**config.mk**
```make
export PLATFORM = sky130hd
export DESIGN_NAME = regfile16
export DESIGN_NICKNAME = d
export VERILOG_FILES = /design/src/rtl/regfile16.sv
export SDC_FILE = /design/constraint.sdc
export NUM_CORES = 2
export LEC_CHECK = 0
export ABC_CLOCK_PERIOD_IN_PS = 43200
export CAP_MARGIN = 20
export CORE_MARGIN = 2
export CORE_UTILIZATION = 60
export CTS_CLUSTER_SIZE = 30
export DETAILED_ROUTE_END_ITERATION = 8
export GPL_TIMING_DRIVEN = 0
export HOLD_SLACK_MARGIN = 0.1
export PLACE_DENSITY = 0.89
export SLEW_MARGIN = 20
export SYNTH_ARGS = -nofsm -noshare
export SYNTH_HDL_FRONTEND = slang
export SYNTH_SLANG_ARGS = --single-unit
```
**constraint.sdc**
```tcl
create_clock -name clk -period 43.2 [get_ports clk]
set_input_delay 8.64 -clock clk [delete_from_list [all_inputs] [get_ports clk]]
set_output_delay 8.64 -clock clk [all_outputs]
set_load 0.01 [all_outputs]
```
**src/rtl/regfile16.sv**
```systemverilog
// regfile16: 16 x DATA_W register file, one write port, two combinational read ports.
// R15 is hardwired to zero. Reset is asynchronous and active-high.
// Optional build macro: WRITE_BYPASS_EN -- forwards wr_data to a read port whose
// address matches the register being written in the same cycle (never for R15).
module regfile16 #(
    parameter int DATA_W = 64
) (
    input  logic              clk,
    input  logic              reset,
    input  logic              wr_en,
    input  logic [3:0]        wr_addr,
    input  logic [DATA_W-1:0] wr_data,
    input  logic [3:0]        rd_addr_a,
    input  logic [3:0]        rd_addr_b,
    output logic [DATA_W-1:0] rd_data_a,
    output logic [DATA_W-1:0] rd_data_b
);

    // Only R0..R14 hold state; R15 is a constant zero source on the read side.
    logic [14:0][DATA_W-1:0] regs;
    logic [14:0]             wr_sel;
    logic [15:0][DATA_W-1:0] rd_src;

    // One-hot 4-to-16 write decode; the R15 line is simply not built.
    always_comb begin
        wr_sel = '0;
        for (int i = 0; i < 15; i++) begin
            wr_sel[i] = wr_en && (wr_addr == 4'(i));
        end
    end

    // One register per row, each loaded only when its decode line is hot.
    for (genvar g = 0; g < 15; g++) begin : g_row
        // Row storage with async clear; reset wins over any pending write.
        always_ff @(posedge clk or posedge reset) begin
            if (reset) begin
                regs[g] <= '0;
            end else if (wr_sel[g]) begin
                regs[g] <= wr_data;
            end
        end
    end

    // Read source table: 15 registers plus the zero row for R15.
    always_comb begin
        rd_src     = '0;
        rd_src[14:0] = regs;
    end

`ifdef WRITE_BYPASS_EN
    logic wr_live;
    assign wr_live = wr_en && !reset && (wr_addr != 4'hF);

    // 16:1 mux per port, overridden by in-flight write data on an address match.
    always_comb begin
        rd_data_a = rd_src[rd_addr_a];
        rd_data_b = rd_src[rd_addr_b];
        if (wr_live && (rd_addr_a == wr_addr)) rd_data_a = wr_data;
        if (wr_live && (rd_addr_b == wr_addr)) rd_data_b = wr_data;
    end
`else
    // 16:1 mux per port; a same-cycle write shows up only after the edge.
    always_comb begin
        rd_data_a = rd_src[rd_addr_a];
        rd_data_b = rd_src[rd_addr_b];
    end
`endif

endmodule

```
== Word level (Yosys, flattened, before mapping) ==
Index checks and enable logic that the tools add are counted.

* Output and inout port bits: 128
* Logic and storage cells: 51
* Bits of input ports: 79
* Register bits: 960

* Reductions and logical operators: 16
* Order comparisons: 2
* Eq/ne operators: 14
* Mux-type cells: 4

{| class="wikitable"
|+ Operator list
! cell !! count
|-
| binary-select mux 64 bit (select 4 bit) || 2
|-
| two-way mux 64 bit || 2
|-
| equality test 4 bit, second input constant || 7
|-
| equality test 4 x 3 -> 1 bit, second input constant || 4
|-
| logical AND 1 bit || 15
|-
| < comparator 4 x 5 -> 1 bit, second input constant || 2
|-
| equality test 4 x 2 -> 1 bit, second input constant || 2
|-
| equality test 4 x 1 -> 1 bit, second input constant || 1
|-
| zero test 4 bit || 1
|}

== Depth between registers and ports, before layout ==
* Depth in word-level cells: 2
* Mapped depth: 8
* Depth with buffers taken out: 4

== Worst setup path before layout ==
No wires, ideal clock.

* Kind: input to output
* Start: input port rd_addr_a[1]
* End: output port rd_data_a[35]
* Buffers on the path: 3
* Arrival: 10.132 ns
* Cell stages on the path: 5
* Slack: 24.428 ns
* Required time: 34.560 ns
* Cell sequence: clkbuf_1 > buf_2 > clkbuf_1 > mux4_2 > mux4_2

* Word-level cells in the longest chain between the ends: 2

{| class="wikitable"
|+ Ends and longest elaborated chain
! item !! RTL line !! source
|-
| from (decl) || 13 || <nowiki>input logic [3:0] rd_addr_a,</nowiki>
|-
| binary-select mux 64 bit (select 4 bit) || 64 || <nowiki>rd_data_a = rd_src[rd_addr_a];</nowiki>
|-
| two-way mux 64 bit (implied by the code) || 64 ||
|-
| to (decl) || 15 || <nowiki>output logic [DATA_W-1:0] rd_data_a,</nowiki>
|}

No other way between the ends. The select of a mux whose other input is x is not followed.

== Final worst setup path ==
* Start: input port rd_addr_b[2]
* End: output port rd_data_b[30]

* Word-level cells in the longest chain between the ends: 2

{| class="wikitable"
|+ Ends and longest elaborated chain
! item !! RTL line !! source
|-
| from (decl) || 14 || <nowiki>input logic [3:0] rd_addr_b,</nowiki>
|-
| binary-select mux 64 bit (select 4 bit) || 65 || <nowiki>rd_data_b = rd_src[rd_addr_b];</nowiki>
|-
| two-way mux 64 bit (implied by the code) || 65 ||
|-
| to (decl) || 16 || <nowiki>output logic [DATA_W-1:0] rd_data_b</nowiki>
|}

No other way between the ends. The select of a mux whose other input is x is not followed.

==> flow_summary.toml <==
[timing]
worstMarginPinSlew_ns = 1.28
maxSlewHeadroom_pct = 15.0
period_share_pct = 49.9
slew_violations = 0
holdWs_ns = 0.520
setup_viol = 0
rsz0062_at_grt = "false"
fmax_mhz = 46.4
min_period_ns = 21.54
skew_ns = 0
hold_viol_final = 0

[cells_and_area]
instances_no_fill = 5137
syn_to_final_growth_pct = 13.9
fillers = 5459
multiInputGateArea_um2 = 25300
largest_reg_flops = 960
fin_nets = 3982
regArea_um2 = 24000
layout-drive-gt1-share_pct = 39.0

[setup_path]
max_stage_delay_ns = 0.97
critPathCapture = "rd_data_b[30]"
r2r-end = "rd_src[506]"
r2r_start = "rd_src[506]"
cp.required_ns = 34.56
crit_arrival_ns = 12.90
crit_start = "rd_addr_b[2]"
crit_chain = "clkdlybuf4s50_1 -> clkbuf_1 -> inv_1 -> clkbuf_2 -> clkbuf_1 -> o211ai_1 -> clkdlybuf4s50_1"
worstRegToRegCells = 1
reg2reg_slack_ns = 42.35
crit_path_top_delay_cell = "clkbuf_1"
start_kind = "input pin"
crit_fanout = 10
worstSetupEndpointType = "output pin"
path_class = "in -> out"

[die]
io_pins = 207
die_area_um2 = 87800
coreArea_um2 = 84900
die_h_um = 296
std_cell_rows = 107
initial_core_util_pct = 60.4
fp.dieW_um = 296

[drt]
ant_nets = 0
avgViaCountPerCell = 7.59
drt_pre_antenna_iters = 8
wl_per_cell_um = 35.2
wl_met3_um = 27800
dr.max_layer_used = "met5"
wl_met1_um = 58700
drtIter0Drc = 6184
wl_met2_um = 77500
vias = 39000
drc = 0
wirelength_um = 181000

[clock_tree]
cts_tree = "done"
cts_sinks = 960
cts_made_buffers = 100
post_cts_resized = 0
hold_buffers = 0
post_cts_buffers = 0
clkTransAtPathRegs_ns = 0.06
clk_path_buf_depth = 3
htree_levels = 3
insertion_delay_ns = 0.71
root_buffer = "clkbuf_16"

[synth]
synth_compound_area_share_pct = 5.00
ys_seq_area_share_pct = 46.8
synth_edf_count = 0
ys_types = 28
synth_adder_area_share_pct = 0
synth.avg_cell_area_um2 = 14.3
synth_mux_area_share_pct = 42.1
synth_top_family_by_area = "multiplexers"
yosys_register_bits = 960
synth_fp_nets = 3668
synth_xor_area_share_pct = 0
synthSimpleGateAreaFrac_pct = 2.29
synthArstFlopShare_pct = 100
synthFlopType = "dfrtp_1"
syn_area_um2 = 51300
syn_inst = 3589
ys_warn_count = 0

[power]
p_seq_share_pct = 44.0
combPwrFrac_pct = 25.1
p_switching_mw = 0.871
p_leak_nw = 24.7
clock_power_share_pct = 30.9
p_per_area_nw_per_um2 = 49.8
power.internal_mw = 2.04
p_sw_share_pct = 30.0
vdd_drop_max_uv = 36.6

[global_routing]
track_usage_pct = 41.3
grt_pass1_vias = 39800
antenna_found_initial = 7
grt_max_degree = 110
grt_pass1_wl_um = 260000
grt_overflow = 0

[place]
dp_cells = 4943
io_buffers = 199
dp_hpwl_um = 114000
gp_congestion = 0.963

[flow_run]
cap_violations = 0

[outcome]
status = "complete, no violations"

[min_path]
hold_path_class = "reg -> reg"
==> per-layer routing <==
layer	global-route usage, %	vias up
li1	-	14400
met2	58.9	3789
met3	17.6	1148
met1	50.0	19600
met5	0	-
met4	31.3	10
==> cell usage in the layout, fill, tap and decap left out, drive strengths merged, types with 64 or more instances in the layout <==
cell type      synthesis  routed
mux2i                256     256
buf                  191     200
a221oi                64      64
mux4                 384     384
a21oi                 64      64
clkdlybuf4s50          0     199
dfrtp                960     960
o21ai                129     129
clkbuf               170     320
inv                   66      70
nand2                193     193
mux2                 896     896
nand3                 64      64
==> critical path, delay by kind of cell <==
family          cells  cell delay (ns)
compound gates      1             0.81
buf+inv             6             3.42
==> power by group through the flow <==
stage / clock, mW / sequential [mW] / combinational [mW]
CTS: 0.890 / 1.27 / 0.714
global route: 0.928 / 1.29 / 0.762
floorplan: 0 / 1.23 / 0.499
global placement: 0 / 1.26 / 0.673
detailed placement: 0 / 1.27 / 0.701
finish: 0.898 / 1.28 / 0.731
==> kinds of logic after synthesis <==
group	count (synthesis)
buf+inv	427
compound gates	385
simple gates	281
flops	960
mux	1536
==> Yosys cell counts (3+ instances only) <==
master    count  share of area (%)
mux2_2      896                 20
mux4_2      313                 14
a21oi_1      64               0.62
buf_4        11               0.16
nand2b_1      5              0.061
mux4_1       71                3.6
nor2b_1       3              0.037
buf_6        16               0.35
mux2i_1     256                5.0
a221oi_1     64                1.1
nand2_1     193                1.4
or3_1         3              0.037
o211ai_1     63               0.92
o221ai_1     63                1.1
buf_2       126                1.2
nand3_1      64               0.62
nor2_1        9              0.066
o21ai_0     129                1.3
inv_1        66               0.48
clkbuf_1    170                1.2
buf_1        36               0.26
dfrtp_1     960                 47
==> how the worst min path moves through the flow <==
stage                startpoint          end  slack, ns  cells past startpoint
floorplan           rd_src[128]  rd_src[128]       0.49                      1
global placement    rd_src[568]  rd_src[568]       0.50                      1
detailed placement  rd_src[160]  rd_src[160]       0.51                      1
CTS                 rd_src[102]  rd_src[102]       0.52                      1
global route        rd_src[163]  rd_src[163]       0.53                      1
finish              rd_src[569]  rd_src[569]       0.52                      1
==> final cells by class <==
cell class                      instances  area share [%]
Clock inverter                         38           0.794
Multi-Input combinational cell       2202            43.3
Clock buffer                          146            4.94
Inverter                               66           0.437
Timing Repair Buffer                  212            3.95
Antenna cell                            8          0.0343
Buffer                                361            2.94
Tap cell                             1144            2.45
Sequential cell                       960            41.1
==> metrics by stage <==
step	util, %	power [mW]	TNS (ns)	instance area, um^2	setup WS (ns)
global placement	64.5	1.93	-2704.15	54700	-2.99
floorplan	-	1.72	0	51300	7.56
CTS	68.8	2.87	0	58400	22.11
detailed placement	64.8	1.98	0	55000	22.14
finish	68.8	2.91	0	58400	21.66
global route	68.8	2.98	0	58400	21.85
Power figures use the tool's default switching activity.
